$ cat src/rtl/hazard_ctrl_md.sv
// Tuse/Tnew stall and forwarding controller for a 5-stage MIPS pipeline, with a
// multiply/divide busy sequencer and a saturating stall-cycle counter.
module hazard_ctrl_md #(
   parameter int RAW      = 5,
   parameter int MULT_LAT = 5,
   parameter int DIV_LAT  = 10,
   parameter int CNT_W    = 16
) (
   input  logic             clk,
   input  logic             reset,
   input  logic [RAW-1:0]   D_A1,
   input  logic [RAW-1:0]   D_A2,
   input  logic [1:0]       D_tuse1,
   input  logic [1:0]       D_tuse2,
   input  logic             D_is_md,
   input  logic [RAW-1:0]   E_A1,
   input  logic [RAW-1:0]   E_A2,
   input  logic [RAW-1:0]   M_A2,
   input  logic [RAW-1:0]   E_A3,
   input  logic [RAW-1:0]   M_A3,
   input  logic [RAW-1:0]   W_A3,
   input  logic [1:0]       E_tnew,
   input  logic [1:0]       M_tnew,
   input  logic             md_start,
   input  logic             md_is_div,
   input  logic             stat_clr,
   output logic             stall,
   output logic [1:0]       fw_D_rs,
   output logic [1:0]       fw_D_rt,
   output logic [1:0]       fw_E_rs,
   output logic [1:0]       fw_E_rt,
   output logic             fw_M_rt,
   output logic             md_busy,
   output logic [CNT_W-1:0] stall_cnt,
   output logic             md_state
);

   localparam int MD_MAX = (DIV_LAT > MULT_LAT) ? DIV_LAT : MULT_LAT;
   localparam int MD_W   = $clog2(MD_MAX + 1);

   typedef enum logic {MD_IDLE, MD_BUSY} md_state_t;

   md_state_t       state, state_n;
   logic [MD_W-1:0] cnt, cnt_n;
   logic            data_stall, md_stall;

   // A reader stalls only when a producer in E or M will not have its result in time.
   always_comb begin
      data_stall = 1'b0;
      if (D_A1 != '0) begin
         if (E_A3 == D_A1 && E_tnew > D_tuse1) data_stall = 1'b1;
         if (M_A3 == D_A1 && M_tnew > D_tuse1) data_stall = 1'b1;
      end
      if (D_A2 != '0) begin
         if (E_A3 == D_A2 && E_tnew > D_tuse2) data_stall = 1'b1;
         if (M_A3 == D_A2 && M_tnew > D_tuse2) data_stall = 1'b1;
      end
   end

   assign md_busy  = (state == MD_BUSY);
   assign md_state = md_busy;
   assign md_stall = D_is_md && (md_start || md_busy);
   assign stall    = data_stall || md_stall;

   always_comb begin
      fw_D_rs = 2'd0;
      if (D_A1 != '0) begin
         if (E_A3 == D_A1 && E_tnew == 2'd0)      fw_D_rs = 2'd3;
         else if (M_A3 == D_A1 && M_tnew == 2'd0) fw_D_rs = 2'd2;
         else if (W_A3 == D_A1)                   fw_D_rs = 2'd1;
      end
      fw_D_rt = 2'd0;
      if (D_A2 != '0) begin
         if (E_A3 == D_A2 && E_tnew == 2'd0)      fw_D_rt = 2'd3;
         else if (M_A3 == D_A2 && M_tnew == 2'd0) fw_D_rt = 2'd2;
         else if (W_A3 == D_A2)                   fw_D_rt = 2'd1;
      end
   end

   always_comb begin
      fw_E_rs = 2'd0;
      if (E_A1 != '0) begin
         if (M_A3 == E_A1 && M_tnew == 2'd0) fw_E_rs = 2'd2;
         else if (W_A3 == E_A1)              fw_E_rs = 2'd1;
      end
      fw_E_rt = 2'd0;
      if (E_A2 != '0) begin
         if (M_A3 == E_A2 && M_tnew == 2'd0) fw_E_rt = 2'd2;
         else if (W_A3 == E_A2)              fw_E_rt = 2'd1;
      end
      fw_M_rt = (M_A2 != '0) && (W_A3 == M_A2);
   end

   // cnt holds the remaining busy cycles including the current one.
   always_comb begin
      state_n = state;
      cnt_n   = cnt;
      case (state)
         MD_IDLE: begin
            if (md_start) begin
               state_n = MD_BUSY;
               cnt_n   = md_is_div ? MD_W'(DIV_LAT) : MD_W'(MULT_LAT);
            end
         end
         MD_BUSY: begin
            cnt_n = cnt - 1'b1;
            if (cnt == MD_W'(1)) state_n = MD_IDLE;
         end
         default: begin
            state_n = MD_IDLE;
            cnt_n   = '0;
         end
      endcase
   end

   always_ff @(posedge clk or negedge reset) begin
      if (!reset) begin
         state <= MD_IDLE;
         cnt   <= '0;
      end else begin
         state <= state_n;
         cnt   <= cnt_n;
      end
   end

   always_ff @(posedge clk or negedge reset) begin
      if (!reset)                         stall_cnt <= '0;
      else if (stat_clr)                  stall_cnt <= '0;
      else if (stall && stall_cnt != '1)  stall_cnt <= stall_cnt + 1'b1;
   end

endmodule
$ cat config.mk
export PLATFORM = sky130hd
export DESIGN_NAME = hazard_ctrl_md
export DESIGN_NICKNAME = d
export VERILOG_FILES = /design/src/rtl/hazard_ctrl_md.sv
export SDC_FILE = /design/constraint.sdc
export NUM_CORES = 1
export LEC_CHECK = 0
export BUFFER_PORTS_ARGS = -buffer_cell sky130_fd_sc_hd__buf_2
export CELL_PAD_IN_SITES_DETAIL_PLACEMENT = 1
export CELL_PAD_IN_SITES_GLOBAL_PLACEMENT = 2
export CORE_MARGIN = 3
export CORE_UTILIZATION = 30
export DETAILED_ROUTE_END_ITERATION = 8
export PLACE_DENSITY = 0.92
export SKIP_CTS_REPAIR_TIMING = 1
export SYNTH_ARGS = -nofsm -noshare
export SYNTH_HDL_FRONTEND = slang
export SYNTH_SLANG_ARGS = --single-unit
$ cat constraint.sdc
create_clock -name clk -period 6.65 [get_ports clk]
set_input_delay 0 -clock clk [delete_from_list [all_inputs] [get_ports clk]]
set_output_delay 0 -clock clk [all_outputs]
set_load 0.01 [all_outputs]
# Word level (Yosys, flattened, before mapping)
# Cells that the tools add are included.
totals:
  register_bits: 21
  latch_bits: 0
  ramBits: 0
  romBits: 0
  out_inout_bits: 28
  memories: 0
classes:
  n_addsub: 2
  multipliers: 0
  n_div: 0
  n_lt_le_gt_ge: 4
  eq_ne: 14
  shifts: 0
  mux: 28
  n_bitwise: 1
  reduce_logical: 23
op_table:
  columns: ["op", "n"]
  rows:
  - ["5-bit equality test", 11]
  - ["16-bit two-way mux", 2]
  - ["5-bit nonzero test", 5]
  - ["2-bit two-way mux", 10]
  - ["16-bit by 1-bit adder with 16-bit output, second input constant", 1]
  - ["16-bit inequality test, second input constant", 1]
  - ["1-bit logical AND", 13]
  - ["1-bit two-way mux", 12]
  - ["2-bit greater-than comparator", 4]
  - ["4-bit two-way mux", 2]
  - ["4-bit case mux with 2 select lines", 1]
  - ["4-bit by 1-bit equality test with 1-bit output, second input constant", 1]
  - ["2-bit logical NOT", 2]
  - ["4-bit by 1-bit subtractor with 4-bit output, second input constant", 1]
  - ["1-bit logical OR", 2]
  - ["2-bit inequality test, second input constant", 1]
  - ["1-bit case mux with 2 select lines", 1]
  - ["2-bit nonzero test", 1]
  - ["1-bit NOT", 1]

# Longest topological paths before layout
# Gate-level depths: netlist of run 1.
logic_depth:
  ltp_word: 12
  ltp_mapped: 10
  ltp_nobuf: 9

# Worst setup path after synthesis of run 1
# OpenSTA, ideal clock, no wires.
synth_path:
  path_kind: "reg-to-reg"
  startpoint: "reg stall_cnt[3]"
  endpoint: "reg stall_cnt[12]"
  t_arrival_ns: 2.053
  t_required_ns: 6.523
  slack_ns: 4.469
  path_stages_with_launch: 9
  period_less_slack_ns: 2.181
  cell_sequence: "dfrtp_1 > and4_1 > and2_1 > and4_1 > and4_1 > buf_2 > a21oi_2 > nand4_1 > mux2_1"
synth_via:
  elab_chain_cells: 3
synth_rtl:
  columns: ["element", "line", "rtl"]
  rows:
  - ["start: declaration", "34", "output logic [CNT_W-1:0] stall_cnt,"]
  - ["start signal: assignment", "129", "else if (stall && stall_cnt != '1) stall_cnt <= stall_cnt + 1'b1;"]
  - ["16-bit by 1-bit adder with 16-bit output or 16-bit inequality test (tied branches)", "129", null]
  - ["16-bit two-way mux or 1-bit logical AND (tied branches)", "129", null]
  - ["16-bit two-way mux or 2-bit nonzero test (tied branches)", null, null]
# Several ways; a longest one is shown, not always the timed one. The select of a mux whose other input is x is not followed.
# A chain may end at the register's enable or synchronous reset.

# Final worst setup path of run 1
layout_path:
  startpoint: "reg stall_cnt[3]"
  endpoint: "reg stall_cnt[14]"
# Same word-level chain as after synthesis.

==> results of run 1 <==
==> power by group through the flow <==
| stage | logic, W | clock network (W) | registers (W) |
|---|---|---|---|
| 2_1_floorplan | 0.000116 | 0 | 0.000166 |
| 3_3_place_gp | 0.000164 | 0 | 0.000171 |
| 3_5_place_dp | 0.000172 | 0 | 0.000173 |
| 4_1_cts | 0.000173 | 0.0000910 | 0.000171 |
| 5_1_grt | 0.000195 | 0.0000956 | 0.000175 |
| 6_report | 0.000170 | 0.0000889 | 0.000171 |
==> worst reg2reg max path, stage by stage, from the launching register on <==
cell and delay (ns):
dfrtp_1 0.43, and4_1 0.24, and2_1 0.17, and4_1 0.26, and4_1 0.30, a21oi_2 0.35, nand4_1 0.15, mux2_1 0.34
==> sequential cells by signal, indices dropped and copies added (netlist names) <==
register,cells
cnt,4
md_busy,1
stall_cnt,16
==> Yosys cell counts, drive strengths merged (4+ instances only) <==
cell,instances
inv,19
dfrtp,21
clkbuf,10
a211oi,8
nand2,17
and3,6
nor3,10
nor4,5
nor2b,6
a21oi,15
nor2,25
nand3,9
nand4,11
xnor2,41
ha,11
mux2,4
xor2,19
==> per-stage QoR <==
step	setup WS (ns)	util (%)	total power, W
final	4.29	39.2	0.000429
after global routing	4.11	39.2	0.000465
after CTS	4.28	39.0	0.000434
after detailed placement	4.32	38.4	0.000345
after global placement	4.39	38.4	0.000335
after floorplan	4.47	-	0.000281
==> placed cells by master (no fill, tap or decap), types with 2 or more instances in the layout <==
cell type	netlist	routed
nor2b_1	6	6
o2111ai_1	2	2
or4_1	2	2
nand3_1	9	9
nor2_1	24	24
a21oi_1	14	14
nor4_1	5	5
and3_1	6	6
nor3_1	10	10
and4_1	3	3
clkbuf_8	0	3
o21ai_0	3	3
inv_1	19	19
a211o_1	2	2
dfrtp_1	21	21
a21boi_0	2	2
and2_1	3	3
xor2_1	19	19
mux2_1	4	4
ha_1	11	11
xnor2_1	41	41
nand2_1	16	16
buf_2	1	81
nand4_1	11	11
mux2i_1	2	2
a211oi_1	7	7
==> routing by layer <==
| layer | part of all wire, % | GRT usage [%] | up-vias |
|---|---|---|---|
| met5 | 0 | 0 | - |
| li1 | - | - | 1063 |
| met4 | 0.68 | 3.39 | 0 |
| met3 | 4.0 | 1.33 | 4 |
| met1 | 45 | 20.4 | 1036 |
| met2 | 50 | 29.3 | 54 |
==> cells by family after synthesis <==
| family | Yosys count |
|---|---|
| xor+xnor | 60 |
| compound gates | 37 |
| buf+inv | 32 |
| simple gates | 100 |
| fa+ha+maj | 11 |
| mux | 6 |
| flops | 21 |
==> area by class of cell <==
cell class | count | area, µm²
Sequential cell | 21 | 526
Fill cell | 849 | 4180
Timing Repair Buffer | 83 | 423
Inverter | 19 | 71.3
Multi-Input combinational cell | 214 | 1510
Clock buffer | 3 | 41.3
Tap cell | 96 | 120
Clock inverter | 1 | 5.00
==> worst paths after layout <==
kind                            depth (start not counted)            end  slack, ns         start
worst max-delay path                                    7  stall_cnt[14]       4.29  stall_cnt[3]
worst min-delay path                                    3         cnt[3]       0.06     md_is_div
worst max register to register                          7  stall_cnt[14]       4.29  stall_cnt[3]
worst min register to register                          1         cnt[0]       0.58        cnt[0]
max in group asynchronous                               2        md_busy       6.08         reset
min in group asynchronous                               2         cnt[0]       0.23         reset
==> impl_results.md, run 1 <==
* Initial Util at 31.4%
* First-pass GRT wire length at roughly 11,000 µm
* Worst Skew at between 0.004 and 0.005 ns
* Layout cells sized above 1 at 26.7%
* P_int at around 0.00027 W
* EDFF count, synth at 0
* Synth warnings at 0
* Switch Pwr at 0.000162 W
* Share of the synthesized area in the top cell type at 24.3%
* CP Launch Type: register
* Max Freq at 0.424 GHz
* Placed cells at 432
* Bufs on Longest Clock Path at 2
* Number of diodes at 0
* Kind of critical path: register to register
* WP data required at between 6 and 7 ns
* Critical path's slowest cell: dfrtp_1
* Post-synthesis compound-gate area fraction at about an eighth
* Dpl hpwl at 5340 µm
* Pins Over Slew Limit at 0
* Core area at 6870 µm²
* Worst hold slack at 0.0584 ns
* Distinct cells, synth at 39
* Die width at 90.8 µm
* CP max FO at 7
* Layout Cells excl Fill at 437
* Post-Synth XOR/XNOR Area at about a quarter
* Placed cell areas at ~2600 µm²
* Vias/cell at 4.94
* Endpoints failing hold at 0
* Largest delay share family, worst path: simple AND/OR/NAND/NOR gates
* Peak VDD IR at 0.0527 mV
* Seq/Total Area, Yosys at approximately a quarter
* Avg Inst Size Synth at ~8.1 µm²
* Worst Path Arrival at around 2.5 ns
* Adder-cell share of the synthesized area at under 10%
* Vias in the first global route at 2,317
* Seq pwr share at just under 40%
* Vias at 2,157
* Worst path cell trace: and4_1 > and2_1 > and4_1 > and4_1 > a21oi_2 > nand4_1 > mux2_1
* Max_slew headroom at 66.5%
* Outcome: completed
* Clock power frac at 20.7%
* LEAKAGE at 1.26 nW
* Most frequent CP cell: and4_1
* Initial DRC count at 54
* Syn Std Cell Area at 2160 µm²
* Cell count after synthesis at roughly 270
* Slew at the pin closest to its max-slew limit at 0.503 ns
* Async SR Flop Fraction at 100%
* Gpl congestion at between 0.8 and 0.9
* # nets final at roughly 410
* Residual DRC count at 0
* Root buffer cell: clkbuf_8
* Bufs and invs on worst path at 0
* Comb power frac at 39.6%
* Synth area leader: dfrtp_1
* TNS Setup at 0 ns
* # IOs at just over 80
* Top cells by area, synth: dfrtp_1 (24%), xnor2_1 (17%), xor2_1 (7.7%)
* Congestion Overflow GR at 0
* Pwr dens at roughly 160 nW/µm²
* Largest family of logic cells by synthesized area: XOR/XNOR gates
* Die height at a little over 90 µm
* Switching fraction of total power at 37.6%
* Worst-path clk slew at about 0.09 ns
* Crit-path max cell delay at 0.43 ns
* Skew-Pair Late Insertion Delay at 0.27 ns
* CTS Sinks at 21
* Largest net degree at the start of global routing at 24
* Tcrit/Tclk final at between 30% and 40%
* Routed WL per cell at 14.9 µm
* Crit path time final at 2.36 ns
* Multiplexer share of the synthesized area at between 3 and 4%
* CTS tree: built
* Syn nets at 332
* Num rows at 30
* Register bit total from synthesis at 21
* Layout area overhead at 24.6%
* Final Instance Area at 2690 µm²
* Die area at around 8300 µm²
* Port buffer count at 81
* Setup crit end kind: register
* Setup-failing EPs final at 0
* DRT Wirelength at 6500 µm
* Ys flop type: dfrtp_1
* Antenna viol nets, final at 0
* Total CTS buffers at 3
* DRT Pass-1 Iters at 4
* H-tree Lvls at 1
* Initial antenna violation count at 0
* Max Cap Violations at 0
* RSZ-0062 raised after global routing: no
* GRT Overall Usage at 16.0%
* Worst min path class: input port to register
* Simple-gate share of the synthesized area at between 20% and 30%
Power figures use the tool's default switching activity.
==> run 2: changes to the inputs <==
Settings changed: ABC_AREA set to 1, CORE_UTILIZATION 30 to 27, PLACE_DENSITY 0.92 to 0.87.
Clock period 6.65 ns to 2.29 ns, I/O delays scaled along.
==> impl_results.md, run 2 <==
* Outcome: finished, violations left
* Failing checks: negative hold slack
* First-pass GRT wire length at 13,200 µm
* Gpl congestion at a little under 0.9
* Most common cell after layout, fill and taps aside: nand2_1
* Crit path time final at 2.12 ns
* FF-to-FF End: stall_cnt[12]
* Avg Inst Size Synth at 6.49 µm²
* Met3 wire length at between 300 and 400 µm
* CP max FO at 11
* Initial antenna violation count at 0
* Async SR Flop Fraction at 100%
* R2r setup slk at 0.17 ns
* GRT Overall Usage at 15.4%
* Simple-gate share of the synthesized area at 39.9%
* Placed cells at 566
* DRT Pass-1 Iters at 4
* Kind of critical path: register to register
* Layout Cells excl Fill at 573
* Wl on met1 at 3580 µm
* Initial DRC count at 44
* Number of diodes at 0
* Pwr dens at 421 nW/µm²
* Commonest non-fill, non-tap cells in the layout: nand2_1 (87), buf_2 (81), inv_1 (58)
* Post-synthesis compound-gate area fraction at 6.82%
* Routed WL per cell at about 14 µm
* CP Launch Type: register
* Synth warnings at 0
* # nets final at 531
* Worst min path class: input port to register
* Largest net degree at the start of global routing at 33
* Syn Std Cell Area at 2490 µm²
* Fill cells at 1,179
* Slew at the pin closest to its max-slew limit at 0.951 ns
* Tcrit/Tclk final at roughly 93%
* Max Cap Violations at 0
* Core area at 8850 µm²
* Setup-failing EPs final at 0
* FF-to-FF path depth at 11
* Max Freq at between 0.4 and 0.5 GHz
* Layout area overhead at 23.9%
* Die area at roughly 10,000 µm²
* Worst Hold Launch: md_start
* Hold EP: cnt[0]
* Residual DRC count at 0
* Die width at 102 µm
* Post-layout util at a little over a third
* Syn nets at 449
* Adder-cell share of the synthesized area at 5.52%
* Max reg flops at 16
* Worst Skew at 0.00324 ns
* Worst hold slack at -0.0129 ns
* Register bit total from synthesis at 21
* Skew-Pair Late Insertion Delay at 0.27 ns
* Cell with the most instances after synthesis: nand2_1
* Dpl ws at 0.176 ns
* Top cells by area, synth: dfrtp_1 (21%), nand2_1 (13%), xor2_1 (9.1%)
* Total CTS buffers at 3
* RSZ-0062 raised after global routing: no
* H-tree Lvls at 1
* CTS Sinks at 21
* Die height at 102 µm
* Congestion Overflow GR at 0
* Uppermost layer routed: met4
* Antenna viol nets, final at 0
* Root buffer cell: clkbuf_8
* Max_slew headroom at 36.5%
* Synth area leader: dfrtp_1
* Pins Over Slew Limit at 0
* Layout cells sized above 1 at 23.7%
* Worst Slack Setup Final at between 0.15 and 0.2 ns
* Most frequent cells after synthesis: nand2_1 (87), inv_1 (58), nor2_1 (35)
* CTS tree: built
* Vias/cell at between 4 and 5
* DRT Wirelength at 7950 µm
* # IOs at 82
* Setup crit end kind: register
* RR Startpoint: stall_cnt[0]
* Post-Synth XOR/XNOR Area at 14.8%
* Cell count after synthesis at 384
* Worst-path clk slew at 0.09 ns
* Worst hold stages at 3
* Ys flop type: dfrtp_1
* Distinct cells, synth at 37
* EDFF count, synth at 0
* TNS Setup at 0 ns
* Endpoints failing hold at 1
* LEAKAGE at 1.74 nW
* Dpl hpwl at 6680 µm
* Total power at 0.00130 W
* DR WL met2 at between 3000 and 4000 µm
* Register with the most flip-flops: stall_cnt
* Peak VDD IR at approximately 0.19 mV
* Initial Util at 28.2%
* Port buffer count at slightly above 80
* Multiplexer share of the synthesized area at 0%
* WP data required at 2.45 ns
* Vias at between 2,000 and 3,000
* Worst Path Arrival at 2.28 ns
* Seq/Total Area, Yosys at 21.1%
* Largest family of logic cells by synthesized area: simple AND/OR/NAND/NOR gates
* Bufs on Longest Clock Path at 2
* Num rows at 34
* Vias in the first global route at about 2,900
* Share of the synthesized area in the top cell type at 21.1%
[run 2: cell count changes after synthesis, sizes merged, moves of 6 or more]
cell | previous run | this run
nand4 | 11 | 28
nor2b | 6 | 0
nand2 | 17 | 91
nand3 | 9 | 29
clkbuf | 10 | 4
xor2 | 19 | 26
a21oi | 15 | 9
nor2 | 25 | 37
xnor2 | 41 | 16
inv | 19 | 64
[run 2: cell type report]
class	count	area (µm²)	share of cell area (%)
clock buffer	3	41.3	1.34
inverter	64	240	7.77
clock inverter	1	7.51	0.243
tap	108	135	4.37
multi-input combinational	288	1680	54.4
sequential	21	526	17.0
timing repair buffer	88	460	14.9
[run 2: worst max-delay path by stage]
stage	from	to	slack (ns)	depth (start not counted)
6_report	stall_cnt[0]	stall_cnt[12]	0.17	11
5_1_grt	stall_cnt[0]	stall_cnt[12]	0.003	11
4_1_cts	stall_cnt[0]	stall_cnt[12]	0.12	11
3_5_place_dp	stall_cnt[0]	stall_cnt[12]	0.18	11
3_3_place_gp	stall_cnt[0]	stall_cnt[4]	0.31	11
2_1_floorplan	stall_cnt[0]	stall_cnt[10]	0.43	11
[run 2: cell families after synthesis]
kind of cell	count (synthesis)
flops	21
simple gates	207
compound gates	28
buf+inv	75
xor+xnor	42
fa+ha+maj	11
[run 2: layer usage]
layer | vias to the layer above | track usage, %
met3 | 12 | 1.71
met1 | 1282 | 20.0
met2 | 65 | 27.3
met4 | 0 | 4.04
li1 | 1410 | -
met5 | - | 0
[run 2: per-stage QoR]
step / cell area (µm²) / hold WS (ns)
floorplan: 2490 / -0.296
global placement: 3010 / -0.00633
detailed placement: 3010 / -0.00150
CTS: 3060 / -0.299
global route: 3090 / 0.0369
finish: 3090 / -0.0129
[run 2: power by group]
part	switching (W)	internal [W]
Clock	0.000138	0.000123
Sequential	0.0000594	0.000426
Combinational	0.000335	0.000221
Total	0.000532	0.000770
[run 2: worst max-delay path, cell delays in order, from the launching register on]
cell     delay, ns
dfrtp_1       0.42
ha_1          0.23
nand2_2       0.09
nor2_4        0.12
nand2_2       0.10
nor2_4        0.12
nand2_2       0.09
nor3b_4       0.22
nand3_4       0.21
buf_4         0.22
nand4_1       0.10
nand2_1       0.09
==> run 3: changes to the inputs <==
Settings changed: CORE_MARGIN 3 to 5, CORE_UTILIZATION 27 to 29, PLACE_DENSITY 0.87 to 0.92, SLEW_MARGIN set to 20.
Clock period 2.29 ns to 2.5 ns, I/O delays scaled along.
==> impl_results.md, run 3 (synthesis results as in run 2) <==
* Outcome: completed
* FF-to-FF End: stall_cnt[6]
* Commonest non-fill, non-tap cells in the layout: nand2_1 (87), buf_2 (81), inv_1 (58)
* Most frequent CP cell: nand2_2
* Setup crit end kind: register
* Kind of critical path: register to register
* WP data required at 2.70 ns
* RSZ-0062 raised after global routing: no
* Critical path's slowest cell: dfrtp_1
* Port buffer count at 81
* Routed WL per cell at about 14 µm
* LEAKAGE at 1.71 nW
* Worst Hold Launch: md_start
* Vias at 2,799
* Initial DRC count at 39
* Tcrit/Tclk final at between 80% and 90%
* Worst path cell trace: ha_1 > nand2_2 > nor2_4 > nand2_2 > nor2_4 > nand2_2 > nor3b_4 > nand3_4 > nand2_4 > nand3_1 > nand2_1
* CTS Sinks at 21
* Die height at 103 µm
* Vias in the first global route at 3,005
* RR Startpoint: stall_cnt[0]
* Residual DRC count at 0
* CTS tree: built
* Worst Skew at 0.00171 ns
* Worst-path clk slew at 0.08 ns
* Slew at the pin closest to its max-slew limit at between 0.9 and 1 ns
* Core area at 8300 µm²
* Antenna viol nets, final at 0
* Initial antenna violation count at 0
* Endpoints failing hold at 0
* Largest net degree at the start of global routing at 33
* # nets final at roughly 530
* Max Cap Violations at 0
* Hold EP: cnt[0]
* Crit path time final at 2.14 ns
* DRT Wirelength at slightly above 8000 µm
* Number of diodes at 0
* Max Freq at about 0.47 GHz
* Gpl congestion at 0.864
* Pins Over Slew Limit at 0
* Congestion Overflow GR at 0
* Root buffer cell: clkbuf_8
* Vias/cell at 4.96
* R2r setup slk at ~0.36 ns
* Max reg flops at 16
* First-pass GRT wire length at approximately 13,000 µm
* Worst min path class: input port to register
* Total CTS buffers at 3
* Fill cells at ~1,100
* GRT Overall Usage at 15.7%
* CP max FO at 17
* Layout area overhead at 21.5%
* Skew-Pair Late Insertion Delay at roughly 0.26 ns
* Pwr dens at 387 nW/µm²
* Most common cell after layout, fill and taps aside: nand2_1
* Worst hold slack at 0.00707 ns
* Num rows at 33
* Die area at roughly 11,000 µm²
* Dpl hpwl at approximately 6700 µm
* Die width at slightly above 100 µm
* Initial Util at 30.0%
* TNS Setup at 0 ns
* FF-to-FF path depth at 11
* Setup-failing EPs final at 0
* Peak VDD IR at 0.163 mV
* H-tree Lvls at 1
* Worst hold stages at 3
* DRT Pass-1 Iters at 4
* Crit-path max cell delay at 0.41 ns
* CP Launch Type: register
* Bufs on Longest Clock Path at 2
* Layout cells sized above 1 at between 20 and 25%
* Max_slew headroom at 35.5%
* Register with the most flip-flops: stall_cnt
* # IOs at 82
* Worst Path Arrival at 2.34 ns
[run 3: worst max path at each step]
stage / startpoint / endpoint / slack, ns / depth (start not counted)
global route: stall_cnt[0] / stall_cnt[6] / 0.15 / 11
global placement: stall_cnt[0] / stall_cnt[14] / 0.49 / 11
CTS: stall_cnt[0] / stall_cnt[6] / 0.37 / 11
floorplan: stall_cnt[0] / stall_cnt[10] / 0.64 / 11
finish: stall_cnt[0] / stall_cnt[6] / 0.36 / 11
detailed placement: stall_cnt[0] / stall_cnt[6] / 0.39 / 11
[run 3: layout make-up]
cell class | count | area [µm²] | area share, %
clock buffer | 4 | 45.0 | 1.49
inverter | 64 | 240 | 7.93
sequential | 21 | 526 | 17.3
multi-input combinational | 288 | 1670 | 55.2
timing repair buffer | 82 | 415 | 13.7
tap | 105 | 131 | 4.34
[run 3: where the power goes]
part           switching, W  leakage [nW]  internal (W)
clock network      0.000117        0.0228      0.000114
registers         0.0000542         0.278      0.000390
logic              0.000300          1.41      0.000197
total              0.000470          1.71      0.000701
[run 3: layer usage]
metal  part of all wire [%]  track usage, %  vias to the layer above
met2                     48            27.0                       86
met3                    6.4            2.91                       11
met5                      0               0                        -
met4                    1.5            4.08                        0
li1                       -               -                     1395
met1                     45            20.1                     1307
[run 3: metrics by stage]
step	power [W]	cell area, µm²	cells	util, %	setup slack, ns
3_3_place_gp	0.000931	2970	559	35.8	0.485
6_report	0.00117	3030	564	36.5	0.363
5_1_grt	0.00128	3030	564	36.5	0.147
2_1_floorplan	0.000775	2490	384	-	0.642
4_1_cts	0.00119	3020	563	36.4	0.367
3_5_place_dp	0.000954	2970	559	35.8	0.393
[run 3: worst max-delay path, delay by kind of cell (launching register included)]
kind,cells,cell delay (ns)
fa+ha+maj,1,0.22
flops,1,0.41
simple gates,10,1.43
